[src/rtl/tiny8_control.sv]
// tiny8 multicycle controller: fetch/decode/exec/mem sequencing
// and datapath load, mux and memory strobe generation.
package tiny8_pkg;

    typedef enum logic [3:0] {
        op_addi = 4'h0,
        op_inc  = 4'h1,
        op_acc  = 4'h2,
        op_br   = 4'h3,
        op_ld   = 4'h4,
        op_st   = 4'h5,
        op_halt = 4'h6
    } tiny8_opcode;

    typedef enum logic [1:0] {
        alu_add = 2'b00,
        alu_sub = 2'b01,
        alu_and = 2'b10,
        alu_or  = 2'b11
    } tiny8_aluop;

endpackage

module tiny8_control
    import tiny8_pkg::*;
(
    input  logic        clk,
    input  logic        rst_n,
    input  tiny8_opcode opcode,
    input  logic        mem_resp,
    output logic        load_pc,
    output logic        load_ir,
    output logic        load_acc,
    output logic        load_rs,
    output logic        load_rd,
    output tiny8_aluop  aluop,
    output logic        pcmux_sel,
    output logic        alumux1_sel,
    output logic        alumux2_sel,
    output logic        regfilemux_sel,
    output logic [1:0]  addrmux_sel,
    output logic        mem_read,
    output logic        mem_write,
    output logic        halted
);

    typedef enum logic [2:0] {
        S_FETCH  = 3'd0,
        S_DECODE = 3'd1,
        S_EXEC   = 3'd2,
        S_MEM    = 3'd3,
        S_HALT   = 3'd4
    } state_e;

    state_e state_q;
    state_e state_d;

    always_ff @(posedge clk) begin
        if (!rst_n) begin
            state_q <= S_FETCH;
        end else begin
            state_q <= state_d;
        end
    end

    always_comb begin
        state_d        = state_q;
        load_pc        = 1'b0;
        load_ir        = 1'b0;
        load_acc       = 1'b0;
        load_rs        = 1'b0;
        load_rd        = 1'b0;
        aluop          = alu_add;
        pcmux_sel      = 1'b0;
        alumux1_sel    = 1'b0;
        alumux2_sel    = 1'b0;
        regfilemux_sel = 1'b0;
        addrmux_sel    = 2'b00;
        mem_read       = 1'b0;
        mem_write      = 1'b0;
        halted         = 1'b0;

        unique case (state_q)
            S_FETCH: begin
                addrmux_sel = 2'b00;
                mem_read    = 1'b1;
                if (mem_resp) begin
                    load_ir   = 1'b1;
                    load_pc   = 1'b1;
                    pcmux_sel = 1'b0;
                    state_d   = S_DECODE;
                end
            end
            S_DECODE: begin
                case (opcode)
                    op_ld, op_st: state_d = S_MEM;
                    op_halt:      state_d = S_HALT;
                    default:      state_d = S_EXEC;
                endcase
            end
            S_EXEC: begin
                state_d = S_FETCH;
                case (opcode)
                    op_addi: begin
                        alumux1_sel    = 1'b1;
                        alumux2_sel    = 1'b1;
                        regfilemux_sel = 1'b0;
                        load_rd        = 1'b1;
                    end
                    op_inc: begin
                        load_rs = 1'b1;
                    end
                    op_acc: begin
                        load_acc = 1'b1;
                    end
                    op_br: begin
                        pcmux_sel = 1'b1;
                        load_pc   = 1'b1;
                    end
                    default: ;
                endcase
            end
            S_MEM: begin
                // Anything that reached MEM but is not a store is a load.
                if (opcode == op_st) begin
                    addrmux_sel = 2'b10;
                    mem_write   = 1'b1;
                end else begin
                    addrmux_sel = 2'b01;
                    mem_read    = 1'b1;
                    if (mem_resp) begin
                        regfilemux_sel = 1'b1;
                        load_rd        = 1'b1;
                    end
                end
                if (mem_resp) begin
                    state_d = S_FETCH;
                end
            end
            S_HALT: begin
                halted = 1'b1;
            end
            default: begin
                state_d = S_FETCH;
            end
        endcase

        // Reset wins over every state-derived output in the same cycle.
        if (!rst_n) begin
            state_d        = S_FETCH;
            load_pc        = 1'b0;
            load_ir        = 1'b0;
            load_acc       = 1'b0;
            load_rs        = 1'b0;
            load_rd        = 1'b0;
            aluop          = alu_add;
            pcmux_sel      = 1'b0;
            alumux1_sel    = 1'b0;
            alumux2_sel    = 1'b0;
            regfilemux_sel = 1'b0;
            addrmux_sel    = 2'b00;
            mem_read       = 1'b0;
            mem_write      = 1'b0;
            halted         = 1'b0;
        end
    end

endmodule

[config.mk]
export PLATFORM = sky130hd
export DESIGN_NAME = tiny8_control
export DESIGN_NICKNAME = d
export VERILOG_FILES = /design/src/rtl/tiny8_control.sv
export SDC_FILE = /design/constraint.sdc
export NUM_CORES = 1
export LEC_CHECK = 0
export ABC_AREA = 1
export CAP_MARGIN = 30
export CORE_AREA = 2 2 39 41
export CTS_CLUSTER_DIAMETER = 30
export DETAILED_ROUTE_END_ITERATION = 10
export DIE_AREA = 0 0 41 43
export GPL_TIMING_DRIVEN = 0
export PLACE_DENSITY = 0.64
export SYNTH_ARGS = -nofsm -noshare
export SYNTH_HDL_FRONTEND = slang
export SYNTH_SLANG_ARGS = --single-unit
[constraint.sdc]
create_clock -name clk -period 3.15 [get_ports clk]
set_input_delay 0.4725 -clock clk [delete_from_list [all_inputs] [get_ports clk]]
set_output_delay 0.4725 -clock clk [all_outputs]
set_load 0.05 [all_outputs]
==> flow_summary.ini <==
[synth]
synth_edf_count = 0
synth.top_cells.by_count = nand2_1 (13), nor2_1 (13), nand3_1 (6)
synth_top_area_frac = 0.1818
ys_ff_latch = 3
synth.area.top_cells = dfxtp_1 (18%), nand2_1 (15%), nor2_1 (15%)
syn_avg_cell_area_um2 = 5.505
synth_cell_types = 14
yosysWarnings = 0
ys_seq_area_frac = 0.1818
synth_flop_cell = dfxtp_1
synthCells = 60
async_flop_share = 0
syn_area_um2 = 330.3
yosys.area.top_type = dfxtp_1

[sta]
fmax_mhz = 337.1
max-slew-margin-rel = 0.6659
maxSlewViolCount = 0
grt_setup_unrepaired = no
clock_skew_ps = 0.4995
fin_ws_ps = 183.4
hold_violations = 0
setup_violations = 0
hold_ws_ps = 577.6
post-route-period-util = 0.9418
setup_tns_ps = 0
post-route-min-period_ps = 2967
worstMarginPinSlew_ps = 499.6

[run]
drv_cap = 0

[worst_setup_path]
r2r-start = state_q[1]
critPathKind = in2out
critPathLaunchType = primary input
slowest_stage = clkdlybuf4s50_1
reg2reg_depth = 5
critPathTopFamily = buffers and inverters
cp.arrival_ps = 2490
r2r-end = state_q[0]
slowest_delay_ps = 780
crit_buf_inv = 4
path_max_fanout = 3
end_kind = output port
cpMostUsedCell = clkdlybuf4s50_1
critPathRequiredTime_ps = 2680
path_cells = clkdlybuf4s50_1 -> inv_2 -> nor2_1 -> nand3_1 -> nor3_1 -> buf_4 -> clkdlybuf4s50_1
rrSetupSlack_ps = 2160

[cts]
cts_root_buf = clkbuf_4
cts_resized = 0
numCtsBuffers = 3
cts_sinks = 3
clk_latency_ps = 230
cts_setup_buffers = 0
clk_pin_slew_worst_paths_ps = 40
cts_tree = done
cts_hold_buf = 0
cts_buffer_depth = 2
htree_num_levels = 1

[drt]
met3WireLength_um = 64
firstDrtPassIters = 3
top_layer = met4
drc = 0
wl_met1_um = 440
drtAntennaViolNets = 0
drt_iter0_markers = 4
drt-vias-per-instance = 4.257
vias = 430
post_drt_wl_per_cell_um = 9.129
wl_met2_um = 407
wl_um = 922

[floorplan]
core_um2 = 1384
io_pins = 23
placementRows = 14
die_x_um = 41
fp.dieH_um = 43
start_util = 0.2387
die-area_um2 = 1763

[placed_design]
hpwl_um = 708.7
place.gp.congestion = 0.8027
place_ws_ps = 187.6
dp.cells = 97
postPlaceCellArea_um2 = 554.3
io_buffers = 20

[final_layout]
largest_register_ffs = 3
nets = 93
finalCoreUtilization = 0.4195
postLayoutCellArea_um2 = 580.6
instances_no_fill = 101
reg_top3 = state_q x3
drive_above_1_share = 0.1647
diodes = 0
fillerInstances = 161
areaGrowthSynthToFinish_pct = 75.76
regMostFlops = state_q

[grt]
antenna_found_initial = 0
grt_pass1_wl_um = 1421
grt_pass1_vias = 357
grt_remaining_overflow = 0
grt_max_degree = 11
grt_util_all_layers = 0.1163

[hold_path]
min_path_type = reg2reg
hold_depth = 2
hold_start = state_q[2]
min_to = state_q[2]

[status]
status = completed

[pwr]
powerDensity_nw_per_um2 = 329.7
p_total_mw = 0.1914
leakage_nw = 0.2544
ir_drop_uv = 150.0
## worst register-to-register path: stages, from the launching register on
cell and delay, ps:
dfxtp_1 340, nor2_1 180, nand2_1 140, nand2_1 100, nand2_1 50, a21oi_1 110
## cell usage in the layout, fill, tap and decap left out
master and n:
nor2_1 13, conb_1 2, nor3_2 2, nand3_2 1, buf_4 4, inv_1 4
dfxtp_1 3, a21oi_1 4, nor3_1 2, clkbuf_1 1, o22ai_1 2, nand3_1 6
clkdlybuf4s50_1 20, inv_2 4, clkbuf_4 3, or2_1 1, nand2_1 13
## report_power, final
| part | total, mW | switching [mW] | internal (mW) | leakage (nW) |
|---|---|---|---|---|
| registers | 0.0461 | 0.00462 | 0.0415 | 0.0246 |
| logic | 0.0764 | 0.0494 | 0.0270 | 0.215 |
| clock network | 0.0689 | 0.0213 | 0.0476 | 0.0150 |
| total | 0.191 | 0.0754 | 0.116 | 0.254 |
## how the worst max path moves through the flow
stage,startpoint,to,slack (ps),depth (start not counted)
global placement,opcode[2],addrmux_sel[1],200,7
floorplan,opcode[2],addrmux_sel[1],450,5
global route,opcode[2],addrmux_sel[1],70,7
finish,opcode[2],addrmux_sel[1],180,7
CTS,opcode[2],addrmux_sel[1],190,7
detailed placement,opcode[2],addrmux_sel[1],190,7
## cell families (layout without fill, tap and decap cells)
logic type      count (synthesis)  count (layout)  share of synthesized area
simple gates                   38              38                     0.5266
buf+inv                        12              36                     0.1818
compound gates                  6               6                    0.09848
flops                           3               3                     0.1818
other cells                     1               2                    0.01135
## routing by layer
metal / GRT usage / up-vias
met5: 0 / -
met4: 0.04000 / 0
met3: 0.04712 / 2
met2: 0.1625 / 14
met1: 0.1571 / 179
li1: - / 235
## final cells by class
type,instances,area [um^2],share of cell area
plain buffers,4,30.03,0.05172
repair buffers,20,200.2,0.3448
flip-flops and latches,3,60.06,0.1034
inverters,8,30.03,0.05172
multi-input cells,46,214.0,0.3685
well taps,16,20.02,0.03448
clock buffers,4,26.28,0.04526
No activity file was read; power rests on OpenSTA's default activity.
